$ cat src/rtl/vctr_pkg.sv
// Shared types for the vector-engine job arbiter: FSM state encoding and
// pointer-width helper for requester indices.
package vctr_pkg;

    typedef enum logic [2:0] {
        ST_IDLE,
        ST_ARB,
        ST_START,
        ST_LOAD,
        ST_WAIT,
        ST_DRAIN,
        ST_RELEASE
    } arb_state_t;

    // Index width for n requesters; never below 1 so single-bit ports stay legal.
    function automatic int ptr_w(input int n);
        return (n > 1) ? $clog2(n) : 1;
    endfunction

endpackage

$ cat src/rtl/rr_pick.sv
// Combinational round-robin picker: first set req bit searching upward from
// last_owner+1, wrapping. Returns a one-hot grant and its index.
module rr_pick
    import vctr_pkg::*;
#(
    parameter int NUM_REQ = 4,
    parameter int PW      = ptr_w(NUM_REQ)
) (
    input  logic [NUM_REQ-1:0] req,
    input  logic [PW-1:0]      last_owner,
    output logic [NUM_REQ-1:0] gnt,
    output logic [PW-1:0]      idx
);

    int            p;
    logic [PW-1:0] pi;

    // Walk from farthest to nearest so the nearest set bit wins by overwrite.
    always_comb begin
        gnt = '0;
        idx = '0;
        p   = 0;
        pi  = '0;
        for (int k = NUM_REQ; k >= 1; k--) begin
            p  = (int'(last_owner) + k) % NUM_REQ;
            pi = PW'(p);
            if (req[pi]) begin
                gnt     = '0;
                gnt[pi] = 1'b1;
                idx     = pi;
            end
        end
    end

endmodule

$ cat src/rtl/vctr_job_arbiter.sv
// Round-robin job scheduler sharing one vector-add engine among NUM_REQ
// requesters: grant, forward 2*VECTOR_LENGTH input beats, drain results, release.
module vctr_job_arbiter
    import vctr_pkg::*;
#(
    parameter int DATA_WIDTH    = 16,
    parameter int VECTOR_LENGTH = 8,
    parameter int NUM_REQ       = 4
) (
    input  logic                          clk,
    input  logic                          rst,
    input  logic [NUM_REQ-1:0]            req,
    input  logic [NUM_REQ-1:0]            in_valid,
    input  logic [NUM_REQ*DATA_WIDTH-1:0] in_data,
    output logic [NUM_REQ-1:0]            in_ready,
    input  logic [NUM_REQ-1:0]            out_rdy,
    output logic [NUM_REQ-1:0]            out_valid,
    output logic [DATA_WIDTH-1:0]         out_data,
    output logic [NUM_REQ-1:0]            gnt,
    output logic [NUM_REQ-1:0]            job_done,
    output logic                          busy,
    output logic [15:0]                   job_cnt,
    output logic                          eng_start,
    output logic                          eng_data_in_en,
    output logic                          eng_data_out_en,
    output logic [DATA_WIDTH-1:0]         eng_data_in,
    input  logic                          eng_idle,
    input  logic                          eng_ready,
    input  logic                          eng_done,
    input  logic [DATA_WIDTH-1:0]         eng_data_out
);

    localparam int PW     = ptr_w(NUM_REQ);
    localparam int LOAD_N = 2 * VECTOR_LENGTH;
    localparam int LCW    = $clog2(LOAD_N + 1);
    localparam int DCW    = $clog2(VECTOR_LENGTH + 1);

    arb_state_t                           state, state_nx;
    logic [PW-1:0]                        owner, last_owner, pick_idx;
    logic [NUM_REQ-1:0]                   pick_gnt;
    logic [LCW-1:0]                       load_cnt;
    logic [DCW-1:0]                       pop_cnt;
    logic                                 pop, pop_q, accept;
    logic [NUM_REQ-1:0][DATA_WIDTH-1:0]   in_lane;

    assign in_lane = in_data;

    rr_pick #(.NUM_REQ(NUM_REQ), .PW(PW)) u_pick (
        .req        (req),
        .last_owner (last_owner),
        .gnt        (pick_gnt),
        .idx        (pick_idx)
    );

    always_ff @(posedge clk) begin
        if (rst) begin
            state      <= ST_IDLE;
            gnt        <= '0;
            owner      <= '0;
            last_owner <= PW'(NUM_REQ - 1);
            load_cnt   <= '0;
            pop_cnt    <= '0;
            pop_q      <= 1'b0;
            job_cnt    <= '0;
        end else begin
            state <= state_nx;
            pop_q <= pop;
            if (state == ST_ARB && |req) begin
                gnt        <= pick_gnt;
                owner      <= pick_idx;
                last_owner <= pick_idx;
                load_cnt   <= '0;
                pop_cnt    <= '0;
            end
            if (accept) load_cnt <= load_cnt + 1'b1;
            if (pop)    pop_cnt  <= pop_cnt + 1'b1;
            if (state == ST_RELEASE) begin
                gnt     <= '0;
                job_cnt <= job_cnt + 16'd1;
            end
        end
    end

    always_comb begin
        state_nx    = state;
        accept      = 1'b0;
        pop         = 1'b0;
        in_ready    = '0;
        job_done    = '0;
        eng_start   = 1'b0;
        eng_data_in = '0;
        case (state)
            ST_IDLE:    if (|req && eng_idle) state_nx = ST_ARB;
            ST_ARB:     state_nx = (|req) ? ST_START : ST_IDLE;
            ST_START: begin
                eng_start = eng_idle;
                if (eng_ready) state_nx = ST_LOAD;
            end
            ST_LOAD: begin
                in_ready    = eng_ready ? gnt : '0;
                accept      = eng_ready & in_valid[owner];
                eng_data_in = in_lane[owner];
                if (accept && load_cnt == LCW'(LOAD_N - 1)) state_nx = ST_WAIT;
            end
            ST_WAIT:    if (eng_done) state_nx = ST_DRAIN;
            ST_DRAIN: begin
                // Pops stop after VECTOR_LENGTH; leave once the last popped beat is shown.
                pop = out_rdy[owner] && (pop_cnt != DCW'(VECTOR_LENGTH));
                if (pop_q && pop_cnt == DCW'(VECTOR_LENGTH)) state_nx = ST_RELEASE;
            end
            ST_RELEASE: begin
                job_done = gnt;
                state_nx = ST_IDLE;
            end
            default:    state_nx = ST_IDLE;
        endcase
    end

    assign busy            = (state != ST_IDLE);
    assign eng_data_in_en  = accept;
    assign eng_data_out_en = pop;
    assign out_valid       = pop_q ? gnt : '0;
    assign out_data        = pop_q ? eng_data_out : '0;

endmodule

$ cat config.mk
export PLATFORM = sky130hd
export DESIGN_NAME = vctr_job_arbiter
export DESIGN_NICKNAME = d
export VERILOG_FILES = /design/src/rtl/vctr_pkg.sv /design/src/rtl/rr_pick.sv /design/src/rtl/vctr_job_arbiter.sv
export SDC_FILE = /design/constraint.sdc
export NUM_CORES = 1
export LEC_CHECK = 0
export CORE_ASPECT_RATIO = 0.6
export CORE_UTILIZATION = 39
export CTS_CLUSTER_DIAMETER = 100
export DETAILED_ROUTE_END_ITERATION = 6
export GPL_TIMING_DRIVEN = 0
export PLACE_DENSITY = 0.91
export SETUP_SLACK_MARGIN = 0.02
export SKIP_CTS_REPAIR_TIMING = 1
export SYNTH_ARGS = -nofsm -noshare
export SYNTH_HDL_FRONTEND = slang
export SYNTH_SLANG_ARGS = --single-unit
$ cat constraint.sdc
create_clock -name clk -period 3.67 [get_ports clk]
set_input_delay 0.734 -clock clk [delete_from_list [all_inputs] [get_ports clk]]
set_output_delay 0.734 -clock clk [all_outputs]
set_load 0.03 [all_outputs]
==> results of run 1 <==
## cell type report
cell class / count / area (sq um) / share of cell area, %
repair buffers: 163 / 1632 / 33.60
clock inverters: 2 / 37.54 / 0.7730
clock buffers: 6 / 138.9 / 2.860
plain buffers: 23 / 115.1 / 2.371
inverters: 18 / 67.56 / 1.391
multi-input cells: 246 / 1994 / 41.07
flip-flops and latches: 37 / 740.7 / 15.25
well taps: 104 / 130.1 / 2.680
## state kept, by name, summed over array words and instances, names as in the netlist
register	flops
job_cnt	16
load_cnt	5
gnt	4
pop_cnt	4
state	3
last_owner	2
owner	2
pop_q	1
## cell families (layout without fill, tap and decap cells)
group	count (synthesis)	count (layout)	share of synthesized area, %
adders and majority gates	13	13	5.575
AOI/OAI and AO/OA	51	51	12.52
xor gates and xnor gates	16	16	4.803
DFF	37	37	25.39
and+or+nand+nor	141	141	26.89
muxes	25	25	18.57
buffers and inverters	41	212	6.261
## worst register-to-register path, stage by stage (launching register included)
cell	delay (ps)
sky130_fd_sc_hd__dfxtp_1	580
sky130_fd_sc_hd__buf_4	260
sky130_fd_sc_hd__inv_1	170
sky130_fd_sc_hd__ha_1	320
sky130_fd_sc_hd__clkbuf_1	450
sky130_fd_sc_hd__mux4_2	490
sky130_fd_sc_hd__nor2b_4	180
sky130_fd_sc_hd__a2111oi_2	340
sky130_fd_sc_hd__o21ai_1	120
sky130_fd_sc_hd__a21oi_1	120
## power by group through the flow
stage	logic, W	clock network, W	registers [W]
2_1_floorplan	0.000333	0	0.000470
3_3_place_gp	0.000550	0	0.000462
3_5_place_dp	0.000572	0	0.000464
4_1_cts	0.000579	0.000507	0.000456
5_1_grt	0.000621	0.000529	0.000460
6_report	0.000586	0.000506	0.000457
## metal layers
metal  share of wire [%]  global-route usage [%]  wire length (um)  vias up
met4                 3.8                   11.84               423        0
li1                    -                       -                 -     1509
met2                  47                   47.29              5280      233
met3                  10                   7.036              1139       42
met5                   0                       0                 0        -
met1                  39                   35.29              4394     1530
## metrics by stage
step	instances	hold slack [ps]	utilization [%]	power, W	worst slack, ps
after floorplan	324	452.8	-	0.0008031	1126
after global placement	591	471.3	64.66	0.001013	235.7
after detailed placement	591	482.2	64.66	0.001036	203.6
after CTS	599	492.5	67.10	0.001542	194.0
after global routing	599	518.2	67.10	0.001610	91.99
final	599	492.1	67.10	0.001550	177.6
## final timing paths
check	cells past startpoint	slack, ps	start	end
setup / recovery	5	180	in_valid[1]	eng_data_in_en
hold / removal	2	490	load_cnt[1]$_SDFFE_PP0P_	load_cnt[1]$_SDFFE_PP0P_
setup reg to reg	9	570	last_owner[0]$_SDFFE_PP1P_	owner[0]$_SDFFE_PP0P_
hold reg to reg	2	490	load_cnt[1]$_SDFFE_PP0P_	load_cnt[1]$_SDFFE_PP0P_
## cell usage in the layout, fill, tap and decap left out, types with 5 or more instances in the layout
master,synthesis,routed
sky130_fd_sc_hd__dfxtp_1,37,37
sky130_fd_sc_hd__nand2_1,19,19
sky130_fd_sc_hd__and2_1,41,41
sky130_fd_sc_hd__xor2_1,12,12
sky130_fd_sc_hd__nand3_1,9,9
sky130_fd_sc_hd__ha_1,13,13
sky130_fd_sc_hd__nor2_1,36,36
sky130_fd_sc_hd__mux4_2,18,18
sky130_fd_sc_hd__clkbuf_1,11,11
sky130_fd_sc_hd__o21ai_0,5,5
sky130_fd_sc_hd__buf_2,7,7
sky130_fd_sc_hd__and3_1,9,9
sky130_fd_sc_hd__inv_1,16,16
sky130_fd_sc_hd__a21oi_1,16,16
sky130_fd_sc_hd__o221ai_1,6,6
sky130_fd_sc_hd__clkdlybuf4s50_1,0,163
sky130_fd_sc_hd__clkbuf_16,0,5
==> impl_summary.md, run 1 <==
Layout
The area overhead of the layout relative to synthesis is 66.42%. The final layout contains between 600 and 700 nets. The number of antenna diodes in the final layout is 0. The fraction of layout instances using a drive strength above 1 is 9.697%. Once layout is done, the placed cells without fillers occupy 4856 sq um. The number of filler cells placed in the layout is 548.

Timing
The number of pins exceeding their max-slew limit in the final report is 0. Of the available clock period, the critical path in the final layout requires 95.16%. The worst clock skew is between 4 and 5 ps.

The final number of setup-violating endpoints is 0. Setup repair after global routing left no endpoint under its margin. The final period demand of the worst path is 3492 ps. The worst-case headroom to the max-slew limit is 43.43%. The transition time at the pin with the least slew margin is around 850 ps. The final count of hold timing violations was 0. The timing-limited maximum frequency is 286.3 MHz.

Setup total negative slack on the finished layout was measured at 0 ps.

Power and ir drop
The switching share of total power is 31.48%. The total net switching power is 0.0004879 W. In this run, the clock network consumes 32.7% of the power. The proportion of power drawn by combinational gates is between 30% and 40%. The power density relative to cell area is 319.1 nW/um^2. The sequential share of power is 29.5%.

In this run the static leakage power is 1.851 nW. The cell-internal power is 0.001062 W. The worst ir drop on vdd is 0.1898 mV.

Worst setup path
In this run the worst path has a maximum fanout of 7. The most numerous cell type found on the critical path is sky130_fd_sc_hd__clkdlybuf4s50_1. The worst setup path is captured at an output port. The kind of start point of the critical path is a primary input. The number of buffer and inverter instances along the worst setup path is 3.

The critical path goes through clkdlybuf4s50_1 > mux4_2 > nand3_1 > inv_2 > clkdlybuf4s50_1. The critical path class is primary input to output port. In this design, the stage delay of the slowest critical-path cell is 620 ps. The cell family with the largest share of critical-path delay is buffers and inverters.

The critical path's slowest cell is sky130_fd_sc_hd__clkdlybuf4s50_1. For the worst setup path, the data required time is 2940 ps. The data arrival time at the worst-slack endpoint is between 2000 and 3000 ps.

Synthesis
The number of flops mapped to enable cells by yosys is 0. sky130_fd_sc_hd__and2_1 is the most common cell in the netlist. The post-synthesis instance area is 2918 sq um.

Synthesis instantiated a little under 60 different standard cells from the library. In the post-synthesis netlist, the biggest area contributors are sky130_fd_sc_hd__dfxtp_1, sky130_fd_sc_hd__mux4_2, sky130_fd_sc_hd__and2_1. The synthesized netlist net count is 434. Synthesis inferred 37 register bits. By count the netlist is led by sky130_fd_sc_hd__and2_1, sky130_fd_sc_hd__dfxtp_1, sky130_fd_sc_hd__nor2_1. The cell type with the largest total area after synthesis is sky130_fd_sc_hd__dfxtp_1. For this run, asynchronously set or reset flops after synthesis account for 0%. The register area share after synthesis is 25.39%. In the synthesized netlist the dominant register cell turns out to be sky130_fd_sc_hd__dfxtp_1.

The total of warnings raised by yosys is 0. The post-synthesis area per instance is 9.006 sq um. In the synthesized netlist, the number of instances is 324. The area share of the largest cell type after synthesis is 25.39%.

Worst hold path
The worst hold-check path type is flop to flop.

Place
The number of buffers added on ports is 163. The detailed-placement wirelength estimate is 8.838 mm. Routability-driven placement finished with a final weighted congestion of 0.9637. The placed instances occupy a cell area of approximately 4700 sq um.

Clocking
In this run the deepest clock path goes through 2 buffers. TritonCTS built the clock tree. The H-tree depth reported by CTS is 2. The tree is rooted in a sky130_fd_sc_hd__clkbuf_16. Clock tree synthesis found a total of 37 sinks. In this run, CTS created clock tree buffers numbering 5. The clock transition time at the flip-flop clock pins of the worst setup and hold paths is 50 ps. For the worst-skew pair, the clock arrives at the later sink with an insertion delay of 280 ps.

GRT
Global routing consumed, over all layers together, between 20 and 30% of the routing resources. The sum of overflow across all layers after global routing is 0. The via count of the first global-routing pass is 3261. The wire length of the first global-routing pass is 17.31 mm. The initial antenna violation count is 0. Entering global routing, the biggest net connects 13 pins.

Flow run
Max-cap violations in this run came to 0.

Die
Once the floorplan was initialized, standard cells occupied 40.32% of the core. The floorplan has 24 rows. The floorplan step defined a core boundary enclosing 7237 sq um.

The die is 69 um tall. The number of primary I/O pins is 165. The floorplan step defined a die boundary enclosing 7843 sq um. The die is between 100 and 150 um wide.

Route
The number of nets with antenna violations after detailed routing is 0. The number of vias after detailed routing is roughly 3.3k. The aggregate routed wire length is 11.24 mm. The count of TritonRoute iterations in the first routing pass is 5. The detailed router finished its first iteration with 270 violations. In the routed layout, each cell is associated on average with a via count of between 5 and 6. Dividing the detail-routed wire length by the instance count gives 18.76 um. After detailed routing, the number of remaining DRC violations is 0.

Outcome
The flow ran to the end, and the final reports show no timing, DRC or antenna violations.
Power figures use the tool's default switching activity.
==> run 2: changes to the inputs <==
Settings changed: ABC_CLOCK_PERIOD_IN_PS from default to 3670, CAP_MARGIN from default to 20, GPL_ROUTABILITY_DRIVEN from default to 1.
==> results of run 2 <==
No change in the layout: final DEF, timing and power equal those of run 1.
==> run 3: changes to the inputs <==
Settings changed: CTS_CLUSTER_DIAMETER 100 to default, HOLD_SLACK_MARGIN from default to 0.1, SKIP_LAST_GASP from default to 1.
==> results of run 3 <==
No change in the layout: final DEF, timing and power equal those of run 1.
